==> config.mk <==
export PLATFORM = sky130hd
export DESIGN_NAME = seg_boot_loader
export DESIGN_NICKNAME = d
export VERILOG_FILES = /design/src/rtl/seg_boot_loader.sv
export SDC_FILE = /design/constraint.sdc
export NUM_CORES = 1
export LEC_CHECK = 0
export ABC_CLOCK_PERIOD_IN_PS = 2100
export BUFFER_PORTS_ARGS = -buffer_cell sky130_fd_sc_hd__clkbuf_2
export CAP_MARGIN = 25
export CORE_MARGIN = 2
export CORE_UTILIZATION = 46
export CTS_CLUSTER_DIAMETER = 100
export DETAILED_ROUTE_END_ITERATION = 8
export PLACE_DENSITY_LB_ADDON = 0.3
export SYNTH_ARGS = -nofsm -noshare
export SYNTH_HDL_FRONTEND = slang
export SYNTH_SLANG_ARGS = --single-unit
==> constraint.sdc <==
create_clock -name clk_sys -period 2.1 [get_ports clk_sys]
set_input_delay 0.21 -clock clk_sys [delete_from_list [all_inputs] [get_ports clk_sys]]
set_output_delay 0.21 -clock clk_sys [all_outputs]
set_load 0.01 [all_outputs]
==> src/rtl/seg_boot_loader.sv <==
// Multi-segment boot copier: walks a segment table, streams ROM bytes into the
// download port with back-pressure, then pulses execute_enable with the start vector.
module seg_boot_loader #(
  parameter int ADDR_W  = 16,
  parameter int DATA_W  = 8,
  parameter int NSEG    = 2,
  parameter int ROM_LAT = 1
) (
  input  logic                     clk_sys,
  input  logic                     reset,
  input  logic                     start,
  input  logic [NSEG*ADDR_W-1:0]   seg_src,
  input  logic [NSEG*ADDR_W-1:0]   seg_dst,
  input  logic [NSEG*ADDR_W-1:0]   seg_len,
  input  logic [ADDR_W-1:0]        exec_vector,
  output logic [ADDR_W-1:0]        rom_addr,
  input  logic [DATA_W-1:0]        rom_data,
  output logic                     dn_go,
  output logic                     dn_wr,
  output logic [ADDR_W-1:0]        dn_addr,
  output logic [DATA_W-1:0]        dn_data,
  input  logic                     dn_wait,
  output logic [ADDR_W-1:0]        execute_addr,
  output logic                     execute_enable,
  output logic                     busy,
  output logic [2:0]               seg_idx
);

  typedef enum logic [1:0] {IDLE, SETUP, FETCH, WRITE} state_t;

  // Index must reach NSEG itself (up to 8) to signal the end of the table.
  localparam int IDX_W = 4;
  localparam logic [IDX_W-1:0] LAST_IDX = IDX_W'(NSEG);
  localparam logic [1:0]       LAT      = 2'(ROM_LAT);

  state_t              state_q, state_d;
  logic                pending_q, pending_d;
  logic [IDX_W-1:0]    idx_q, idx_d;
  logic [1:0]          cnt_q, cnt_d;
  logic [ADDR_W-1:0]   len_q, len_d;
  logic [ADDR_W-1:0]   rom_addr_q, rom_addr_d;
  logic [ADDR_W-1:0]   dn_addr_q, dn_addr_d;
  logic [DATA_W-1:0]   dn_data_q, dn_data_d;
  logic                dn_wr_q, dn_wr_d;
  logic                dn_go_q, dn_go_d;
  logic                busy_q, busy_d;
  logic [ADDR_W-1:0]   exec_addr_q, exec_addr_d;
  logic                exec_en_q, exec_en_d;

  logic [ADDR_W-1:0]   src_sel, dst_sel, len_sel;
  logic                accept;

  always_comb begin
    src_sel = '0;
    dst_sel = '0;
    len_sel = '0;
    for (int i = 0; i < NSEG; i++) begin
      if (idx_q == IDX_W'(i)) begin
        src_sel = seg_src[i*ADDR_W +: ADDR_W];
        dst_sel = seg_dst[i*ADDR_W +: ADDR_W];
        len_sel = seg_len[i*ADDR_W +: ADDR_W];
      end
    end
  end

  assign accept = dn_wr_q && !dn_wait;

  always_ff @(posedge clk_sys) begin
    if (reset) begin
      state_q     <= IDLE;
      pending_q   <= 1'b1;
      idx_q       <= '0;
      cnt_q       <= '0;
      len_q       <= '0;
      rom_addr_q  <= '0;
      dn_addr_q   <= '0;
      dn_data_q   <= '0;
      dn_wr_q     <= 1'b0;
      dn_go_q     <= 1'b0;
      busy_q      <= 1'b0;
      exec_addr_q <= '0;
      exec_en_q   <= 1'b0;
    end else begin
      state_q     <= state_d;
      pending_q   <= pending_d;
      idx_q       <= idx_d;
      cnt_q       <= cnt_d;
      len_q       <= len_d;
      rom_addr_q  <= rom_addr_d;
      dn_addr_q   <= dn_addr_d;
      dn_data_q   <= dn_data_d;
      dn_wr_q     <= dn_wr_d;
      dn_go_q     <= dn_go_d;
      busy_q      <= busy_d;
      exec_addr_q <= exec_addr_d;
      exec_en_q   <= exec_en_d;
    end
  end

  always_comb begin
    state_d = state_q;
    case (state_q)
      IDLE:  if (pending_q || start) state_d = SETUP;
      SETUP: begin
        if (idx_q == LAST_IDX)   state_d = IDLE;
        else if (len_sel != '0)  state_d = FETCH;
      end
      FETCH: if (cnt_q == LAT) state_d = WRITE;
      WRITE: if (accept) state_d = (len_q == ADDR_W'(1)) ? SETUP : FETCH;
      default: state_d = IDLE;
    endcase
  end

  always_comb begin
    pending_d   = pending_q;
    idx_d       = idx_q;
    cnt_d       = cnt_q;
    len_d       = len_q;
    rom_addr_d  = rom_addr_q;
    dn_addr_d   = dn_addr_q;
    dn_data_d   = dn_data_q;
    dn_wr_d     = dn_wr_q;
    dn_go_d     = dn_go_q;
    busy_d      = busy_q;
    exec_addr_d = exec_addr_q;
    exec_en_d   = 1'b0;
    case (state_q)
      IDLE: begin
        if (pending_q || start) begin
          idx_d     = '0;
          dn_go_d   = 1'b1;
          busy_d    = 1'b1;
          pending_d = 1'b0;
        end
      end
      SETUP: begin
        if (idx_q == LAST_IDX) begin
          dn_go_d     = 1'b0;
          busy_d      = 1'b0;
          exec_addr_d = exec_vector;
          exec_en_d   = 1'b1;
        end else begin
          // Latch the table entry so later table edits cannot disturb this segment.
          len_d = len_sel;
          if (len_sel == '0) begin
            idx_d = idx_q + IDX_W'(1);
          end else begin
            rom_addr_d = src_sel;
            dn_addr_d  = dst_sel;
            cnt_d      = '0;
          end
        end
      end
      FETCH: begin
        if (cnt_q == LAT) begin
          dn_data_d = rom_data;
          dn_wr_d   = 1'b1;
        end else begin
          cnt_d = cnt_q + 2'd1;
        end
      end
      WRITE: begin
        if (accept) begin
          dn_wr_d = 1'b0;
          len_d   = len_q - ADDR_W'(1);
          if (len_q == ADDR_W'(1)) begin
            idx_d = idx_q + IDX_W'(1);
          end else begin
            rom_addr_d = rom_addr_q + ADDR_W'(1);
            dn_addr_d  = dn_addr_q + ADDR_W'(1);
            cnt_d      = '0;
          end
        end
      end
      default: ;
    endcase
  end

  assign rom_addr       = rom_addr_q;
  assign dn_go          = dn_go_q;
  assign dn_wr          = dn_wr_q;
  assign dn_addr        = dn_addr_q;
  assign dn_data        = dn_data_q;
  assign execute_addr   = exec_addr_q;
  assign execute_enable = exec_en_q;
  assign busy           = busy_q;
  assign seg_idx        = idx_q[2:0];

endmodule

==> results of run 1 <==
[cells by family after synthesis]
kind of cell             after synthesis  share of synthesized area [%]
adder cells (fa/ha/maj)               14                           3.30
buffers and inverters                 76                           6.84
flip-flops                            84                           31.7
AO/OA/AOI/OAI                        260                           33.5
AND/OR/NAND/NOR                      263                           24.5
multiplexers                           1                          0.189
[metal layers]
layer,global-route usage [%],up-vias,share of wire (%)
met4,8.23,0,2.1
li1,-,3049,-
met3,5.01,38,8.2
met1,34.8,3036,40
met2,49.0,352,50
met5,0,-,0
[metrics by stage]
stage	total power [mW]	hold WS, ns	cell area [um^2]
final	10.4	0.0868	7480
after global routing	11.1	0.0911	7480
after CTS	10.0	0.0807	7270
after detailed placement	8.03	0.442	6710
after global placement	7.84	0.433	6710
after floorplan	6.24	0.346	5450
[flip-flops by register name (all words and copies together) (netlist names)]
register        flops
busy                1
cnt_q               2
dn_addr            16
dn_data             8
dn_wr               1
execute_addr       16
execute_enable      1
idx_q               4
len_q              16
pending_q           1
rom_addr           16
state_q             2
[final timing paths]
| kind | end | slack [ns] | depth (start not counted) |
|---|---|---|---|
| worst max-delay path | dn_addr[13] | -0.12 | 11 |
| worst max register to register | dn_addr[13] | -0.12 | 11 |
| worst min-delay path | execute_addr[15] | 0.09 | 3 |
| worst min register to register | dn_data[1] | 0.46 | 2 |
[area by class of cell]
cell class	instances	area, um^2
Clock buffer	9	225
Clock inverter	7	82.6
Fill cell	968	3840
Inverter	15	56.3
Multi-Input combinational cell	538	3620
Sequential cell	84	1690
Tap cell	143	179
Timing Repair Buffer	259	1620
[critical path, stage by stage, from the launching register on]
cell	delay (ns)
dfxtp_2	0.34
inv_2	0.07
ha_4	0.22
buf_4	0.15
nor3_1	0.19
o32ai_1	0.13
nor2_2	0.22
nand4_1	0.13
buf_6	0.16
bufbuf_16	0.26
a31oi_1	0.14
a211oi_1	0.07
[layout by cell type (no fill, tap or decap), types with 10 or more instances in the layout]
cell type / Yosys / layout
a21oi_1: 48 / 47
a221o_1: 12 / 12
nand2_1: 112 / 111
o22ai_1: 18 / 16
clkbuf_16: 0 / 10
dfxtp_1: 84 / 78
nor3_1: 22 / 16
nor2_1: 40 / 37
clkbuf_2: 0 / 185
o21ai_0: 44 / 44
buf_4: 6 / 58
inv_1: 15 / 12
nand3_1: 28 / 28
a22oi_1: 36 / 36
a211oi_1: 13 / 12
[timing repair]
| item | in CTS | in global routing |
|---|---|---|
| buffers inserted | 11 | 3 |
| cloned | 2 | 1 |
| gates resized for setup | 29 | 31 |
| endpoints found under the setup margin | 38 | 50 |
| pin swaps | 12 | 6 |
[power by group through the flow]
stage                     logic [mW]  clock network (mW)  registers [mW]
after global placement          5.20                   0            2.64
after floorplan                 3.53                   0            2.71
after global routing            6.58                1.74            2.77
after detailed placement        5.36                   0            2.67
after CTS                       5.67                1.67            2.66
final                           6.07                1.65            2.70
==> reports/qor.txt, run 1 <==
status = complete, but fails checks
failing checks = negative setup slack
Comb power frac = 58.2%
most area-hungry cell type in the Yosys netlist = dfxtp_1
Die X = 111 um
Req. time, crit path = 2.31 ns
H-tree lvl count = 3
EDFF count, synth = 0
Period minus WS final = 2.22 ns
Fin Clk Skew = 0.0135 ns
routability cong. = 0.902
FMAX = 0.451 GHz
post-DP HPWL = 12500 um
Core ar. = 11300 um^2
Sw Pwr = 4.64 mW
switch share = 44.5%
initial core utilization = 46.8%
Final Non-Filler Cells = 1055
Synth Net Count = 836
layout cells sized above 1 = 38.8%
Area Growth Syn to Fin = 41.1%
largest net degree at the start of global routing = 53
# DRC = 0
post-placement cell count = 1022
most common cell in the synthesized netlist = nand2_1
syn_area_per_cell = 7.60 um^2
CP Capture Type = flop
global-route wire length before repair = 29100 um
crit path DAT = 2.42 ns
Flop pwr share = 25.9%
hold crit path type = input pin to flop
Die Y = 111 um
yosys warns = 0
synth unique cells = 69
row count = 39
ys flop type = dfxtp_1
WL final = 18300 um
Post-synth top cells = nand2_1, dfxtp_1, a21oi_1
hold_buf cts = 0
final worst slack = -0.116 ns
initial antenna violation count = 0
Crit Reg-Reg Startpoint = idx_q[1]
final core utilization = 66.1%
CTS max path bufs = 2
kind of critical path = flop to flop
total grt overflow = 0
Lkg Pwr = 3.07 nW
die area = 12400 um^2
ANT cells = 0
PD cells = 1390 nW/um^2
Int Power = 5.78 mW
via density per instance = 6.14
Overall Global Routing Usage = 27.8%
Final setup viols = 37
setup TNS = -2.63 ns
# Max-Cap Violations = 0
leading post-synthesis cells by cell area = dfxtp_1, nand2_1, a22oi_1, a21oi_1, o21ai_0
Synth Cell Area = 5300 um^2
first-pass detailed-route iteration total = 6
CTS buffer count = 9
CTS Root Cell = clkbuf_16
Slew @ Worst Pin = 0.493 ns
CTS tree = done
Seq cells post-synth = 84
vias in the first global route = 6165
VDD IR max = 0.000836 V
Ports = 187
# port buffers = 186
Final Hold Viols = 0
Routed Antenna Nets = 0
Iter 0 DRT Violations = 548
vias = 6475
sequential-to-total area share from yosys stat = 31.7%
Final Slew Violations = 0
DP Worst Slack = -0.176 ns
Layout Nets = 1045
post-synthesis cell count = 698
RSZ-0062 raised after global routing = true
Reg clk slew, reported paths = 0.07 ns
Clk pwr share = 15.9%
hold_sp = exec_vector[15]
relative slew slack = 66.7%
Tcrit/Tclk final = 106%
Clock Latency Late Sink = 0.34 ns
clk sink count = 84
Synth top area share = 31.7%
crit-path max FO = 11
Async SR Flop Fraction = 0%
Startpoint Class = flop
WL/cell = 17.3 um
Crit. Startpoint = idx_q[1]
(Power assumes the default switching activity.)
==> run 2: changes to the inputs <==
ABC_AREA = 1   (was unset)
CORE_UTILIZATION = 47   (was 46)
==> reports/qor.txt, run 2 <==
Period minus WS final = 2.11 ns
status = complete, but fails checks
global-route wire length before repair = 27400 um
crit-path max FO = 8
# Max-Cap Violations = 0
largest net degree at the start of global routing = 65
Comb power frac = 60.8%
Int Power = 5.58 mW
relative slew slack = 60.7%
Reg clk slew, reported paths = 0.07 ns
Async SR Flop Fraction = 0%
total grt overflow = 0
post-placement cell count = 1255
Routed Antenna Nets = 0
RSZ-0062 raised after global routing = true
CTS max path bufs = 2
EDFF count, synth = 0
Layout Nets = 1271
Die X = 114 um
cell chain of the critical path = buf_12, ha_4, clkbuf_16, nand3_1, nand2_1, nor2_1, nand2_1, nor2_4, nand3_4, nand2_8, clkinvlp_4, nor2_1, nor2_1
Ports = 187
Core ar. = 12000 um^2
most common cell in the synthesized netlist = nand2_1
Clk pwr share = 15.1%
WP buf/inv = 3
Final Hold Viols = 0
ys flop type = dfxtp_1
Startpoint Class = flop
Clock Latency Late Sink = 0.35 ns
slowest library cell on the worst path = dfxtp_4
Die Y = 114 um
VDD IR max = 0.000652 V
CTS buffer count = 9
Synth Cell Area = 5720 um^2
Overall Global Routing Usage = 25.8%
CP Capture Type = flop
Final setup viols = 1
crit path DAT = 2.35 ns
post-synthesis cell count = 944
Slew @ Worst Pin = 0.590 ns
switch share = 47.4%
delay-heaviest family, CP = simple AND/OR/NAND/NOR gates
# DRC = 0
kind of critical path = flop to flop
commonest non-fill, non-tap cell in the layout = nand2_1
Final Slew Violations = 0
most area-hungry cell type in the Yosys netlist = dfxtp_1
final core utilization = 63.1%
WL final = 17500 um
FMAX = 0.474 GHz
layout cells sized above 1 = 27.1%
routability cong. = 0.878
sequential-to-total area share from yosys stat = 29.4%
ANT cells = 0
WL/cell = 13.6 um
Sw Pwr = 5.03 mW
via density per instance = 5.25
first-pass detailed-route iteration total = 6
synth unique cells = 37
Iter 0 DRT Violations = 461
CTS Root Cell = clkbuf_16
delay of the slowest critical-path stage = 0.35 ns
Synth top area share = 29.4%
leading post-synthesis cells by cell area = dfxtp_1, nand2_1, nand3_1, nor2_1, a21oi_1
DP Worst Slack = -0.00469 ns
Fin Clk Skew = 0.00578 ns
# port buffers = 186
Final Non-Filler Cells = 1285
yosys warns = 0
failing checks = negative setup slack
Flop pwr share = 24.2%
Synth Net Count = 1082
WHS = 0.0837 ns
Tcrit/Tclk final = 100%
post-DP HPWL = 12300 um
final worst slack = -0.00968 ns
initial core utilization = 47.8%
Req. time, crit path = 2.34 ns
initial antenna violation count = 0
clk sink count = 84
commonest cells after routing, fill and taps aside = nand2_1, clkbuf_2, nand3_1
Seq cells post-synth = 84
CTS tree = done
hold crit path type = input pin to flop
PD cells = 1410 nW/um^2
CP dominant cell by count = nor2_1
vias in the first global route = 5870
vias = 6752
row count = 40
Area Growth Syn to Fin = 31.9%
Post-synth top cells = nand2_1, nand3_1, nor2_1
Lkg Pwr = 3.67 nW
die area = 13100 um^2
H-tree lvl count = 3
syn_area_per_cell = 6.06 um^2
run 2: per-layer routing:
metal / GRT usage [%] / wire [um]
met2: 41.5 / 8160
met4: 9.67 / 383
met3: 4.71 / 1060
met1: 34.5 / 7890
met5: 0 / 0
run 2: power groups by stage:
| stage | clock [mW] | sequential, mW | combinational (mW) |
|---|---|---|---|
| after CTS | 1.62 | 2.54 | 5.84 |
| after floorplan | 0 | 2.63 | 3.94 |
| final | 1.60 | 2.57 | 6.45 |
| after detailed placement | 0 | 2.56 | 5.75 |
| after global placement | 0 | 2.57 | 5.69 |
| after global routing | 1.70 | 2.62 | 7.20 |
run 2: kinds of logic after synthesis:
group           count (synthesis)  share of synthesized area (%)
compound gates                139                           12.9
flops                          84                           29.4
simple gates                  564                           42.4
buf+inv                       127                           9.80
xor+xnor                       16                           2.45
fa+ha+maj                      14                           3.06
run 2: final timing paths:
path	from	end	slack, ns	cells after the start
worst max-delay path	idx_q[0]	rom_addr[8]	-0.01	13
worst min-delay path	exec_vector[12]	execute_addr[12]	0.08	3
worst min register to register	execute_addr[7]	execute_addr[7]	0.46	2
worst max register to register	idx_q[0]	rom_addr[8]	-0.01	13
run 2: worst min-delay path, stage by stage:
cell and delay (ns):
clkbuf_2 0.08, nand2_1 0.05, a21oi_1 0.05
run 2: cell type report:
type / instances / area (um^2)
clock inverter: 6 / 65.1
inverter: 70 / 267
tap: 147 / 184
timing repair buffer: 233 / 1450
multi-input combinational: 735 / 3670
clock buffer: 10 / 229
sequential: 84 / 1690
fill: 1144 / 4420
run 2: through the flow:
stage | instance area [um^2] | TNS (ns) | power (mW)
5_1_grt | 7540 | -0.867 | 11.5
6_report | 7540 | -0.00968 | 10.6
4_1_cts | 7200 | -0.00804 | 10.0
3_3_place_gp | 6890 | 0 | 8.25
2_1_floorplan | 5720 | 0 | 6.57
3_5_place_dp | 6890 | -0.00469 | 8.31
run 2: timing repair:
item                                    CTS  global route
resized for setup                         3            43
endpoints found under the setup margin    8            39
buffers inserted                          0             8
cloned                                    1             5
hold buffers                              0             0
pin swaps                                 2            27
